`src/rtl/astack_seq.sv`:
```
// Stack operation sequencer: checks legality of stack requests against the tracked depth and
// issues one registered stack strobe per legal op. DROPN is expanded into a burst of POP strobes.
module astack_seq #(
    parameter int unsigned W  = 16,
    parameter int unsigned D  = 16,
    localparam int unsigned DW = $clog2(D + 1)
) (
    input  logic          clk,
    input  logic          rst,
    input  logic          req_valid,
    output logic          req_ready,
    input  logic [2:0]    req_op,
    input  logic [3:0]    req_arg,
    input  logic          err_clr,
    output logic          stk_cs,
    output logic [2:0]    stk_mode,
    output logic [2:0]    stk_dsel,
    output logic [DW-1:0] depth,
    output logic          empty,
    output logic          full,
    output logic          busy,
    output logic          err,
    output logic [1:0]    err_code
);

    // Common compare width so 4-bit arguments and the depth counter line up for any D.
    localparam int unsigned CW = (DW > 4) ? DW : 4;

    localparam logic [1:0] ERR_NONE = 2'd0;
    localparam logic [1:0] ERR_OVF  = 2'd1;
    localparam logic [1:0] ERR_UNF  = 2'd2;
    localparam logic [1:0] ERR_ARG  = 2'd3;

    typedef enum logic [1:0] {S_IDLE, S_DRAIN, S_ERR} state_e;
    typedef enum logic [2:0] {
        OP_NOP, OP_PUSH, OP_POP, OP_REP1, OP_REP2, OP_POPREP, OP_BUB, OP_DROPN
    } op_e;

    // W only describes the operand width of the stack being driven; a zero width is meaningless.
    if (W == 0) begin : g_w_zero
    end

    state_e          state_q, state_d;
    logic [DW-1:0]   depth_q, depth_d;
    logic [3:0]      cnt_q, cnt_d;
    logic            cs_q, cs_d;
    logic [2:0]      mode_q, mode_d;
    logic [2:0]      dsel_q, dsel_d;
    logic            busy_q, busy_d;
    logic            err_q, err_d;
    logic [1:0]      code_q, code_d;
    logic            empty_q, empty_d;
    logic            full_q, full_d;

    op_e             op_c;
    logic            legal_c;
    logic [1:0]      fault_c;
    logic [CW-1:0]   arg_w, bub_w, dep_w;

    // Legality of the presented request against the current depth.
    always_comb begin
        op_c    = op_e'(req_op);
        arg_w   = CW'(req_arg);
        bub_w   = CW'(req_arg[2:0]);
        dep_w   = CW'(depth_q);
        legal_c = 1'b1;
        fault_c = ERR_NONE;
        unique case (op_c)
            OP_PUSH: begin
                legal_c = dep_w < CW'(D);
                fault_c = ERR_OVF;
            end
            OP_POP, OP_REP1: begin
                legal_c = dep_w >= CW'(1);
                fault_c = ERR_UNF;
            end
            OP_REP2, OP_POPREP: begin
                legal_c = dep_w >= CW'(2);
                fault_c = ERR_UNF;
            end
            OP_BUB: begin
                legal_c = bub_w < dep_w;
                fault_c = ERR_ARG;
            end
            OP_DROPN: begin
                legal_c = arg_w <= dep_w;
                fault_c = ERR_UNF;
            end
            default: begin
                legal_c = 1'b1;
                fault_c = ERR_NONE;
            end
        endcase
    end

    // Next state and next registered outputs.
    always_comb begin
        state_d = state_q;
        depth_d = depth_q;
        cnt_d   = cnt_q;
        cs_d    = 1'b0;
        mode_d  = 3'd0;
        dsel_d  = 3'd0;
        busy_d  = 1'b0;
        err_d   = err_q;
        code_d  = code_q;
        unique case (state_q)
            S_IDLE: begin
                if (req_valid) begin
                    if (!legal_c) begin
                        state_d = S_ERR;
                        err_d   = 1'b1;
                        code_d  = fault_c;
                    end else if (op_c == OP_DROPN) begin
                        // The acceptance edge issues the first POP; DRAIN issues the rest.
                        if (req_arg != 4'd0) begin
                            cs_d    = 1'b1;
                            mode_d  = 3'(OP_POP);
                            busy_d  = 1'b1;
                            depth_d = depth_q - DW'(1);
                            if (req_arg != 4'd1) begin
                                state_d = S_DRAIN;
                                cnt_d   = req_arg - 4'd1;
                            end
                        end
                    end else if (op_c != OP_NOP) begin
                        cs_d   = 1'b1;
                        mode_d = req_op;
                        dsel_d = req_arg[2:0];
                        if (op_c == OP_PUSH) begin
                            depth_d = depth_q + DW'(1);
                        end else if (op_c == OP_POP || op_c == OP_POPREP) begin
                            depth_d = depth_q - DW'(1);
                        end
                    end
                end
            end
            S_DRAIN: begin
                cs_d    = 1'b1;
                mode_d  = 3'(OP_POP);
                busy_d  = 1'b1;
                depth_d = depth_q - DW'(1);
                cnt_d   = cnt_q - 4'd1;
                if (cnt_q == 4'd1) begin
                    state_d = S_IDLE;
                end
            end
            S_ERR: begin
                if (err_clr) begin
                    state_d = S_IDLE;
                    err_d   = 1'b0;
                    code_d  = ERR_NONE;
                end
            end
            default: begin
                state_d = S_IDLE;
            end
        endcase
        empty_d = (depth_d == '0);
        full_d  = (CW'(depth_d) == CW'(D));
    end

    always_ff @(posedge clk or negedge rst) begin
        if (!rst) begin
            state_q <= S_IDLE;
            depth_q <= '0;
            cnt_q   <= 4'd0;
            cs_q    <= 1'b0;
            mode_q  <= 3'd0;
            dsel_q  <= 3'd0;
            busy_q  <= 1'b0;
            err_q   <= 1'b0;
            code_q  <= ERR_NONE;
            empty_q <= 1'b1;
            full_q  <= 1'b0;
        end else begin
            state_q <= state_d;
            depth_q <= depth_d;
            cnt_q   <= cnt_d;
            cs_q    <= cs_d;
            mode_q  <= mode_d;
            dsel_q  <= dsel_d;
            busy_q  <= busy_d;
            err_q   <= err_d;
            code_q  <= code_d;
            empty_q <= empty_d;
            full_q  <= full_d;
        end
    end

    assign req_ready = (state_q == S_IDLE);
    assign stk_cs    = cs_q;
    assign stk_mode  = mode_q;
    assign stk_dsel  = dsel_q;
    assign depth     = depth_q;
    assign empty     = empty_q;
    assign full      = full_q;
    assign busy      = busy_q;
    assign err       = err_q;
    assign err_code  = code_q;

endmodule

```
`config.mk`:
```
export PLATFORM = sky130hd
export DESIGN_NAME = astack_seq
export DESIGN_NICKNAME = d
export VERILOG_FILES = /design/src/rtl/astack_seq.sv
export SDC_FILE = /design/constraint.sdc
export NUM_CORES = 1
export LEC_CHECK = 0
export ABC_AREA = 0
export BUFFER_PORTS_ARGS = -buffer_cell sky130_fd_sc_hd__buf_2
export CAP_MARGIN = 20
export CORE_MARGIN = 5
export CORE_UTILIZATION = 49
export CTS_CLUSTER_DIAMETER = 150
export DETAILED_ROUTE_END_ITERATION = 10
export PLACE_DENSITY = 0.73
export SYNTH_ARGS = -nofsm -noshare
export SYNTH_HDL_FRONTEND = slang
export SYNTH_SLANG_ARGS = --single-unit
```
`constraint.sdc`:
```
create_clock -name clk -period 2.3 [get_ports clk]
set_input_delay 0.23 -clock clk [delete_from_list [all_inputs] [get_ports clk]]
set_output_delay 0.23 -clock clk [all_outputs]
set_load 0.01 [all_outputs]
```
== Yosys cells after proc, flatten, opt, wreduce, memory -nomap -nowiden ==
Cells that the tools add are included.

* Register bits after elaboration: 24
* Bits in latches: 0
* RAM bits: 0
* ROM bits: 0
* Input bits: 11
* Output and inout bits: 19
* Logic and storage cells: 108
* Memories kept: 0

* Add/sub/neg operators: 4
* $mul: 0
* Div/mod/pow operators: 0
* $lt $le $gt $ge: 5
* Eq/ne operators: 23
* Shift operators: 0
* Muxes and demuxes: 52
* Bitwise logic cells: 0
* Reduce and logical (&&, ||, !) cells: 13

{| class="wikitable"
|+ Operators by type and width
! cell !! number
|-
| $mux W5 || 7
|-
| $mux W3 || 9
|-
| $mux W2 || 10
|-
| $mux W4 || 5
|-
| $eq A3 B3 Y1 const B || 4
|-
| $pmux W2 S3 || 2
|-
| $reduce_and A6 Y1 || 2
|-
| $mux W1 || 11
|-
| $pmux W5 S2 || 1
|-
| $ne A3 B2 Y1 const B || 3
|-
| $ne A2 B1 Y1 const B || 4
|-
| $ne A2 B2 Y1 const B || 4
|-
| $pmux W4 S2 || 1
|-
| $sub A4 B1 Y4 const B || 2
|-
| $eq A3 B2 Y1 const B || 2
|-
| $pmux W1 S2 || 3
|-
| $pmux W3 S2 || 1
|-
| $add A5 B1 Y5 const B || 1
|-
| $eq A5 B5 Y1 const B || 1
|-
| $ge A5 B1 Y1 const B || 1
|-
| $ge A5 B2 Y1 const B || 1
|-
| $le A4 B5 Y1 || 1
|-
| $logic_not A5 Y1 || 1
|-
| $lt A3 B5 Y1 || 1
|-
| other kinds (17) || 19
|}

== Depth between registers and ports, before layout ==
Gate-level depths: netlist of run 1.

* Depth after elaboration: 10
* Gate-level depth with buffers: 10
* Depth with buffers taken out: 9

== Worst setup path before layout of run 1 ==
No wires, ideal clock.

* Path kind: reg2reg
* From: register depth_q[2], in the netlist depth[2]
* To: register cnt_q[0]
* Arrival time: 2425 ps
* Data required time: 2210 ps
* Path slack: -216 ps
* Cell stages (with the launch flop): 11
* Buffers on the path: 1
* Period minus slack after synthesis: 2516 ps
* Cells stage by stage: dfrtp_1 > buf_2 > inv_1 > ha_1 > a21oi_1 > a211o_1 > a311o_4 > o21ai_4 > nor2_1 > or3_1 > o221ai_1

* Cells in the longest elaborated chain, start to end: 4

{| class="wikitable"
|+ Ends and longest elaborated chain
! what !! RTL line !! source
|-
| start: declaration || 44 || <nowiki>logic [DW-1:0] depth_q, depth_d;</nowiki>
|-
| start signal: assignment || 178 || <nowiki>depth_q <= depth_d;</nowiki>
|-
| $le A4 B5 Y1 (tied with other cells) || 86 || <nowiki>legal_c = arg_w <= dep_w;</nowiki>
|-
| $pmux W1 S5 * || 68 || <nowiki>unique case (op_c)</nowiki>
|-
| $ne A2 B1 Y1 (no source line) * || -- ||
|-
| $reduce_and A6 Y1 (no source line) * || -- ||
|-
| end signal: assignment || 179 || <nowiki>cnt_q <= cnt_d;</nowiki>
|-
| end: declaration || 45 || <nowiki>logic [3:0] cnt_q, cnt_d;</nowiki>
|}

Every way passes the cells marked *; elsewhere a longest branch is shown, timed or not.
A chain may end at the register's enable or synchronous reset.

== Final worst setup path of run 1 ==
* From: register depth_q[1], in the netlist depth[1]
* To: register full_q, in the netlist full

* Cells in the longest elaborated chain, start to end: 9

{| class="wikitable"
|+ Ends and longest elaborated chain
! what !! RTL line !! source
|-
| $sub A5 B1 Y5 || 120, 133, 142 ||
|-
| $mux W5 || 132 || <nowiki>end else if (op_c == OP_POP || op_c == OP_POPREP) begin</nowiki>
|-
| $mux W5 || 130 || <nowiki>if (op_c == OP_PUSH) begin</nowiki>
|-
| $mux W5 || 126 || <nowiki>end else if (op_c != OP_NOP) begin</nowiki>
|-
| $mux W5 || 114 || <nowiki>end else if (op_c == OP_DROPN) begin</nowiki>
|-
| $mux W5 || 110 || <nowiki>if (!legal_c) begin</nowiki>
|-
| $mux W5 || 109 || <nowiki>if (req_valid) begin</nowiki>
|-
| $pmux W5 S2 * || 107 || <nowiki>unique case (state_q)</nowiki>
|-
| $eq A5 B5 Y1 * || 160 || <nowiki>full_d = (CW'(depth_d) == CW'(D));</nowiki>
|-
| net full_d || 53 || <nowiki>logic full_q, full_d;</nowiki>
|-
| end signal: assignment || 187 || <nowiki>full_q <= full_d;</nowiki>
|-
| end: declaration || 53 ||
|}

The timed path passes the listed nets; every way through them passes the cells marked *.

==> results by group, run 1 <==
Status
  • Status: complete, but fails checks
  • Failing checks: setup timing

Floorplan
  • Die width: about 72 µm
  • Die Area: just over 5000 µm²
  • Starting Density: between 50% and 60%
  • Number of I/O pins: 30
  • Core Rows: 22
  • Die H: 72.0 µm
  • Core Area: about 3700 µm²

CTS
  • Root Buffer: clkbuf_8
  • Sink Count: 24
  • Clock Path Buffers: 2
  • H-tree lvl count: 1
  • Cts bufs inserted: 3
  • CTS tree: done
  • Skew-Pair Late Insertion Delay: 270 ps
  • Clk slew on worst S/H paths: around 80 ps

Synthesis
  • Area share of the largest cell type after synthesis: a little under a third
  • Synthesis Warnings: 0
  • Seq/Total Area, Yosys: between 30% and 40%
  • Async SR Flop Fraction: 100%
  • Most frequent cell after synthesis: dfrtp_1
  • Synthesized area per cell: ~8.4 µm²
  • Yosys top cell by area: dfrtp_1
  • Synth cell count leaders: dfrtp_1 (23), nor2_1 (21), o21ai_0 (16)
  • Synth top area cells: dfrtp_1 (31%), ha_1 (7.3%), o21ai_0 (4.3%), nor2_1 (4.2%), and3_1 (3.7%)
  • Post-synth EDFFs: 0
  • Post-Syn Instances: 223
  • Post-synth top flop: dfrtp_1
  • Cell area after synthesis: 1880 µm²
  • Register bit count reported by yosys: 24
  • Syn Nets: between 200 and 250
  • Post-synth cell types: 56

Worst setup path
  • WP buf/inv: 1
  • Worst path max stage delay: approximately 400 ps
  • Worst setup path startpoint: depth[1]
  • Crit path launch type: flop
  • Crit path kind: reg2reg
  • CP required: approximately 2500 ps
  • WP data arrival: about 2600 ps
  • Standard cell with the maximum stage delay on the critical path: dfrtp_2
  • Cell family with most CP delay: compound AO/OA/AOI/OAI gates
  • Cells along the critical path: inv_2 -> ha_1 -> nand3b_1 -> a211o_1 -> a311o_4 -> o211ai_1 -> and3_1 -> o221ai_2 -> nor3b_2
  • Reg2Reg Setup Slack: -140 ps
  • R2R Path Start: depth[1]
  • Critical Path End Type: flop
  • Crit Path Max Fanout: 6

Placement
  • IO Port Bufs: 29
  • Dpl hpwl: roughly 4.6 mm
  • GPL Wtd Cong: between 0.9 and 1
  • DP Cell Count: roughly 330

Cells and area
  • P&R area growth vs syn: 33.3%
  • Diode count: 0
  • Final Net Count: between 300 and 400
  • Core Util, Final: between 60% and 70%
  • Fraction of layout cells with a size suffix above 1: between 30 and 40%
  • Fillers: 290
  • Non-filler cells, final: 335

Detailed routing
  • First drt pass iteration count: 5
  • Detail Route Antenna Nets: 0
  • Drt total wl: between 6 and 7 mm
  • Drt drc: 0
  • 1st-iter DRT viols: 239
  • Via-to-Cell Ratio: between 6 and 7
  • DR WL/cell: ~18 µm
  • Total number of vias: slightly above 2000

Worst hold path
  • Min-delay src: err_clr
  • Min-Delay Path Class: in2reg

STA
  • Clock skew: 2.22 ps
  • Tmin final: 2440 ps
  • Max_slew headroom: between 60% and 70%
  • Worst-Margin Slew: between 500 and 600 ps
  • Part of the cycle the worst path needs: 106%
  • RSZ-0062 raised after global routing: true
  • Worst Slack Setup Final: -138 ps
  • Pins Over Slew Limit: 0
  • Maximum clock rate: slightly above 400 MHz
  • Count of final hold-check violations: 0
  • Final Setup Violations: 9
  • Hold_ws: ~140 ps

Power and ir drop
  • Peak supply drop: about 0.63 mV
  • PwrDens: approximately 1200 nW/µm²
  • Leak pwr: between 1 and 1.5 nW

GRT
  • Total track usage: 23.7%
  • Global-route wire length before repair: approximately 9.7 mm
  • Grt ovf: 0
  • Vias in the first global route: 2054
  • Initial antenna violation count: 0
  • Largest net degree at the start of global routing: 25

Job
  • # Max-Cap Violations: 0
## sequential cells by signal, indices dropped and copies added (netlist names)
signal    cells
cnt_q         4
stk_dsel      3
err_code      2
busy          1
stk_mode      3
empty         1
stk_cs        1
err           1
state_q       2
full          1
depth         5
## final timing paths
check                                   end  depth (start not counted)
worst min-delay path             state_q[1]                          2
min in group asynchronous          cnt_q[3]                          2
worst max register to register         full                          9
worst max-delay path                   full                          9
worst min register to register  err_code[0]                          2
max in group asynchronous          depth[4]                          2
## metrics by stage
step | setup slack, ps | total power [mW] | setup TNS [ps] | cell area [µm²]
final | -138 | 2.91 | -531 | 2510
after global routing | -194 | 3.11 | -1730 | 2510
after CTS | -68.5 | 2.77 | -189 | 2460
after detailed placement | -97.7 | 2.46 | -193 | 2370
after global placement | -56.5 | 2.44 | -105 | 2370
after floorplan | -29.3 | 1.73 | -29.3 | 1920
## logic make-up after synthesis
family / count (synthesis) / synth area share (%)
simple gates: 85 / 24.8
compound gates: 68 / 26.1
buf+inv: 27 / 5.46
flops: 24 / 32.0
fa+ha+maj: 11 / 7.32
mux: 5 / 2.93
xor+xnor: 3 / 1.40
## timing repair
| action | 4_1_cts | 5_1_grt |
|---|---|---|
| endpoints found under the setup margin | 8 | 15 |
| hold buffers | 1 | 0 |
| hold endpoints to repair | 23 | 0 |
| resized for setup | 8 | 13 |
| pin swaps | 3 | 10 |
| setup buffers | 2 | 2 |
## cell usage in the layout (no fill, tap or decap), types with 10 or more instances in the layout
master,netlist,final
buf_4,0,41
o21ai_0,16,14
nor2_1,21,19
dfrtp_1,23,19
and3_1,11,11
a21oi_1,13,10
nand2_1,10,10
buf_2,1,29
inv_1,13,10
## layout make-up
cell class / count / area (µm²) / share of cell area, %
sequential: 24 / 607 / 24.2
timing repair buffer: 73 / 485 / 19.4
multi-input combinational: 172 / 1250 / 50.0
inverter: 14 / 55.1 / 2.20
clock buffer: 4 / 45.0 / 1.80
tap: 48 / 60.1 / 2.40
## power breakdown
group,internal [mW],switching (mW)
Combinational,0.878,1.01
Clock,0.124,0.139
Sequential,0.591,0.161
## worst register-to-register path: stages, from the launching register on
cell and delay [ps]:
dfrtp_2 390, inv_2 60, ha_1 290, nand3b_1 110, a211o_1 300, a311o_4 380
o211ai_1 290, and3_1 250, o221ai_2 130, nor3b_2 170
## routing by layer
layer	part of all wire, %	track usage (%)
met5	0	0
met4	3.6	10.9
met3	7.9	4.02
met2	48	38.3
met1	40	30.9
No activity file was read; power rests on OpenSTA's default activity.
==> inputs of run 2 (changes only) <==
CTS_BUF_LIST = sky130_fd_sc_hd__clkbuf_8   (was default)
==> results by group, run 2 (synthesis gave the netlist of run 1 again) <==
Status
  • Status: complete, but fails checks
  • Failing checks: setup timing

Cells and area
  • Commonest non-fill, non-tap cell in the layout: buf_4
  • Fillers: 290 (unchanged)
  • Final Net Count: 310 (unchanged)
  • P&R area growth vs syn: 33.3% (unchanged)
  • Reg area: 607 µm² (unchanged)
  • Max FFs per register: 5 (unchanged)
  • Most frequent cells in the layout: buf_4 (41), buf_2 (29), nor2_1 (19), dfrtp_1 (19), o21ai_0 (14)
  • Diode count: 0 (unchanged)
  • Area of the multi-input gates: 1250 µm² (unchanged)
  • Core Util, Final: 68.0% (unchanged)
  • Fraction of layout cells with a size suffix above 1: 37.3% (unchanged)

CTS
  • CTS tree: done
  • Cts bufs inserted: 3 (unchanged)
  • Skew-Pair Late Insertion Delay: 270 ps (about the same)
  • Clock Path Buffers: 2 (unchanged)
  • Root Buffer: clkbuf_8
  • Sink Count: 24 (unchanged)
  • Clk slew on worst S/H paths: 80 ps (about the same)
  • H-tree lvl count: 1 (unchanged)

GRT
  • Global-route track usage on met1: 30.9% (unchanged)
  • Total track usage: 23.7% (unchanged)
  • Vias in the first global route: 2054 (unchanged)
  • Global routing's busiest layer: met2
  • Largest net degree at the start of global routing: 25 (unchanged)
  • Global-route wire length before repair: 9.72 mm (unchanged)
  • GRT met2 Usage: 38.3% (unchanged)
  • Met3 Use GR: 4.02% (unchanged)
  • Grt ovf: 0 (unchanged)
  • Initial antenna violation count: 0 (unchanged)

STA
  • Worst-Margin Slew: 566 ps (-2.48 ps)
  • Clock skew: 1.20 ps (-1.02 ps)
  • Hold_ws: 142 ps (-0.425 ps)
  • Part of the cycle the worst path needs: 106% (about the same)
  • Max_slew headroom: 62.3% (+0.17 points)
  • RSZ-0062 raised after global routing: true
  • Pins Over Slew Limit: 0 (unchanged)
  • Worst Slack Setup Final: -136 ps (+1.74 ps)
  • Maximum clock rate: 410 MHz (about the same)
  • Final Setup Violations: 9 (unchanged)
  • Tmin final: 2440 ps (-1.75 ps)
  • Count of final hold-check violations: 0 (unchanged)

Job
  • # Max-Cap Violations: 0 (unchanged)

Placement
  • Setup slack at placement: -97.7 ps (unchanged)
  • Dpl hpwl: 4.61 mm (unchanged)
  • IO Port Bufs: 29 (unchanged)
  • GPL Wtd Cong: 0.995 (unchanged)

Power and ir drop
  • Clk pwr share: 8.9% (about the same)
  • Sw frac: 45.3% (+0.045 points)
  • Combinational power share: 65.2% (about the same)
  • Sequential share of power: 25.9% (about the same)
  • Switching power: 1.31 mW (about the same)
  • PwrDens: 1160 nW/µm² (-0.18%)
  • Leak pwr: 1.17 nW (+0.36%)
  • Peak supply drop: 0.632 mV (about the same)
  • P_int: 1.59 mW (-0.26%)

Detailed routing
  • Via-to-Cell Ratio: 5.98 (-1.3%)
  • DR WL/cell: 18.2 µm (+0.16%)
  • Drt total wl: 6.11 mm (+0.16%)
  • Detail Route Antenna Nets: 0 (unchanged)
  • First drt pass iteration count: 4 (-1)
  • Drt drc: 0 (unchanged)
  • 1st-iter DRT viols: 239 (unchanged)
  • Total number of vias: 2002 (-1.3%)

Floorplan
  • Starting Density: 51.0% (unchanged)
  • Die Area: 5180 µm² (unchanged)
  • Core Area: 3690 µm² (unchanged)
  • Number of I/O pins: 30 (unchanged)
  • Core Rows: 22 (unchanged)
  • Die H: 72.0 µm (unchanged)
  • Die width: 72.0 µm (unchanged)

Worst setup path
  • WP data arrival: 2640 ps (about the same)
  • CP required: 2500 ps (about the same)
  • Crit path launch type: flop
  • Critical Path End Type: flop
  • Crit Path Max Fanout: 6 (unchanged)
  • Crit path kind: reg2reg

Worst hold path
  • Min-Delay Path Class: in2reg
[run 2: area by class of cell]
type | instances | area share, %
multi-input cells | 172 | 50.0
flip-flops and latches | 24 | 24.2
repair buffers | 73 | 19.4
well taps | 48 | 2.40
inverters | 14 | 2.20
clock buffers | 3 | 1.65
clock inverters | 1 | 0.150
[run 2: what timing repair did]
action                                 CTS  global route
setup buffers                            2             2
setup endpoints to repair                8            15
pin swaps                                3            10
resized for setup                        8            13
endpoints found under the hold margin   23             0
hold buffers                             1             0
[run 2: path summary, 6_finish.rpt]
| kind | from | endpoint | slack (ps) | cells past startpoint |
|---|---|---|---|---|
| max reg2reg | depth[1] | full | -140 | 9 |
| max in group asynchronous | rst | depth[4] | 1420 | 2 |
| min in group asynchronous | rst | cnt_q[3] | 470 | 2 |
| min reg2reg | err_code[0] | err_code[0] | 500 | 2 |
| min | err_clr | state_q[1] | 140 | 2 |
| max | depth[1] | full | -140 | 9 |
[run 2: stage by stage]
| step | instance area [µm²] | TNS (ps) | total power, mW | std cells |
|---|---|---|---|---|
| detailed placement | 2370 | -193 | 2.46 | 327 |
| floorplan | 1920 | -29.3 | 1.73 | 223 |
| global placement | 2370 | -105 | 2.44 | 327 |
| finish | 2510 | -519 | 2.90 | 335 |
| global route | 2510 | -1720 | 3.11 | 335 |
| CTS | 2460 | -186 | 2.77 | 334 |
[run 2: power groups by stage]
stage               clock [mW]  sequential, mW  combinational (mW)
floorplan                    0           0.756               0.975
global placement             0           0.736                1.70
detailed placement           0           0.742                1.72
CTS                      0.258           0.743                1.77
global route             0.284           0.772                2.05
finish                   0.258           0.751                1.89
[run 2: routing by layer]
metal,part of all wire [%],wire (µm)
met4,3.7,225
met1,41,2500
met5,0,0
met3,8.0,489
met2,47,2900
[run 2: critical path: stages, from the launching register on]
cell      delay (ps)
dfrtp_2          390
inv_2             60
ha_1             290
nand3b_1         110
a211o_1          300
a311o_4          380
o211ai_1         290
and3_1           250
o221ai_2         130
nor3b_2          170
==> inputs of run 3 (changes only) <==
CORE_MARGIN = default   (was 5)
CTS_CLUSTER_SIZE = 14   (was default)
==> results by group, run 3 (synthesis gave the netlist of run 1 again) <==
Status
  • Status: complete, but fails checks
  • Failing checks: setup timing

GRT
  • Total track usage: 28.5% (+4.9 points)
  • Vias in the first global route: 1859 (-9.5%)
  • Largest net degree at the start of global routing: 25 (unchanged)
  • Grt ovf: 0 (unchanged)
  • Initial antenna violation count: 0 (unchanged)
  • Global-route wire length before repair: 9.01 mm (-7.2%)

Cells and area
  • Most frequent cells in the layout: buf_4 (40), buf_2 (29), nor2_1 (19), dfrtp_1 (19), o21ai_0 (15)
  • P&R area growth vs syn: 34.1%
  • Final Net Count: 307 (-0.97%)
  • Non-filler cells, final: 332 (-0.90%)
  • Finished Cell Area: 2520 µm² (+0.60%)
  • Diode count: 0 (unchanged)
  • Core Util, Final: 68.9% (+0.92 points)
  • Fraction of layout cells with a size suffix above 1: 36.6% (-0.66 points)
  • Commonest non-fill, non-tap cell in the layout: buf_4
  • Fillers: 283 (-2.4%)
  • Max FFs per register: 5 (unchanged)

Detailed routing
  • Detail Route Antenna Nets: 0 (unchanged)
  • First drt pass iteration count: 5 (+1)
  • 1st-iter DRT viols: 190 (-21%)
  • DR WL/cell: 17.5 µm (-3.9%)
  • Metal2 WL: 2.66 mm (-8.2%)
  • Via-to-Cell Ratio: 6.21 (+3.9%)
  • Met3 wire len: 432 µm (-12%)
  • Drt drc: 0 (unchanged)
  • Top sig layer: met4
  • Drt total wl: 5.82 mm (-4.8%)
  • Total number of vias: 2061 (+2.9%)
  • Metal-1 WL: 2.59 mm (+3.8%)

Worst setup path
  • Reg2Reg Setup Slack: -110 ps (+30 ps)
  • R2R cell count: 9 (unchanged)
  • WP data arrival: 2540 ps (-100 ps)
  • Worst reg2reg path endpoint: full
  • Worst path max stage delay: 380 ps (about the same)
  • Critical Path End Type: flop
  • Cell family with most CP delay: compound AO/OA/AOI/OAI gates
  • Cells along the critical path: inv_1 -> ha_4 -> nand3b_1 -> a211o_1 -> a311o_4 -> o21ai_4 -> mux2_4 -> o221ai_2 -> nor3b_2
  • CP required: 2430 ps (-70 ps)
  • WP buf/inv: 1 (unchanged)
  • R2R Path Start: depth[1]
  • Crit path launch type: flop
  • Standard cell with the maximum stage delay on the critical path: dfrtp_2
  • Crit path kind: reg2reg
  • Crit Path Max Fanout: 6 (unchanged)

Power and ir drop
  • Peak supply drop: 0.528 mV (-16%)
  • PwrDens: 1140 nW/µm² (-1.4%)
  • Leak pwr: 1.16 nW (-0.52%)

STA
  • Setup Total Neg Slack: -687 ps (-168 ps)
  • Worst Slack Setup Final: -108 ps (+27.8 ps)
  • Part of the cycle the worst path needs: 105% (-1.2 points)
  • Maximum clock rate: 415 MHz (+1.2%)
  • RSZ-0062 raised after global routing: true
  • Clock skew: 2.31 ps (+1.12 ps)
  • Count of final hold-check violations: 0 (unchanged)
  • Final Setup Violations: 9 (unchanged)
  • Pins Over Slew Limit: 0 (unchanged)
  • Hold_ws: 147 ps (+5.83 ps)
  • Tmin final: 2410 ps (-27.8 ps)
  • Worst-Margin Slew: 562 ps (-4.13 ps)
  • Max_slew headroom: 62.1% (-0.12 points)

CTS
  • Clk slew on worst S/H paths: 80 ps (about the same)
  • Sink Count: 24 (unchanged)
  • Cts bufs inserted: 3 (unchanged)
  • H-tree lvl count: 1 (unchanged)
  • Skew-Pair Late Insertion Delay: 260 ps (about the same)
  • CTS tree: done
  • Clock Path Buffers: 2 (unchanged)
  • Root Buffer: clkbuf_8

Placement
  • IO Port Bufs: 29 (unchanged)
  • Area after DPL: 2340 µm² (-1.3%)
  • Dpl hpwl: 4.19 mm (-9.0%)
  • GPL Wtd Cong: 0.896 (-10%)
  • DP Cell Count: 323 (-1.2%)

Worst hold path
  • Min-Delay Path Class: in2reg
  • Hold endpoint: state_q[1]
  • Min-delay src: err_clr
  • Hold Path Depth: 2 (unchanged)

Floorplan
  • Core Rows: 22 (unchanged)
  • Number of I/O pins: 30 (unchanged)
  • Die Area: 4090 µm² (-21%)
  • Die H: 64.0 µm (-11%)
  • Starting Density: 51.4% (+0.38 points)
  • Die width: 64.0 µm (-11%)
  • Core Area: 3660 µm² (-0.75%)

Job
  • # Max-Cap Violations: 0 (unchanged)
run 3: metrics by stage:
stage | total power [mW] | setup WS, ps
floorplan | 1.73 | -29.3
global placement | 2.35 | -46.2
detailed placement | 2.37 | -66.1
CTS | 2.71 | -47.0
global route | 3.08 | -180
finish | 2.88 | -108
run 3: worst reg2reg max path: cells and delay by family (launching register included):
family / cells / cell delay [ps]
AND/OR/NAND/NOR: 2 / 180
adder cells (fa/ha/maj): 1 / 280
AO/OA/AOI/OAI: 4 / 990
buffers and inverters: 1 / 100
multiplexers: 1 / 350
flip-flops: 1 / 380
run 3: layout make-up:
class | instances | area, µm² | area share (%)
clock buffer | 4 | 55.1 | 2.18
tap | 48 | 60.1 | 2.38
multi-input combinational | 172 | 1290 | 51.1
timing repair buffer | 70 | 455 | 18.1
inverter | 14 | 55.1 | 2.18
sequential | 24 | 607 | 24.1
run 3: power breakdown:
| part | switching, mW | internal [mW] |
|---|---|---|
| combinational | 1.01 | 0.844 |
| sequential | 0.148 | 0.592 |
| clock | 0.131 | 0.152 |
| total | 1.29 | 1.59 |
run 3: worst max path at each step:
stage,from,slack [ps],depth (start not counted),end
final,depth[1],-110,9,full
after global routing,depth[2],-180,9,full
after CTS,depth[2],-50,9,full
after detailed placement,depth[2],-70,9,full
after global placement,depth[2],-50,9,full
after floorplan,depth[2],-30,10,full
run 3: per-layer routing:
layer,up-vias,global-route usage [%]
li1,945,-
met1,985,41.1
met2,115,44.4
met3,16,1.79
met4,0,11.1
met5,-,0
run 3: timing repair:
action | 4_1_cts | 5_1_grt
buffers inserted | 1 | 3
pin swaps | 1 | 1
setup endpoints to repair | 6 | 17
endpoints found under the hold margin | 23 | 0
hold buffers | 1 | 0
gates resized for setup | 6 | 14
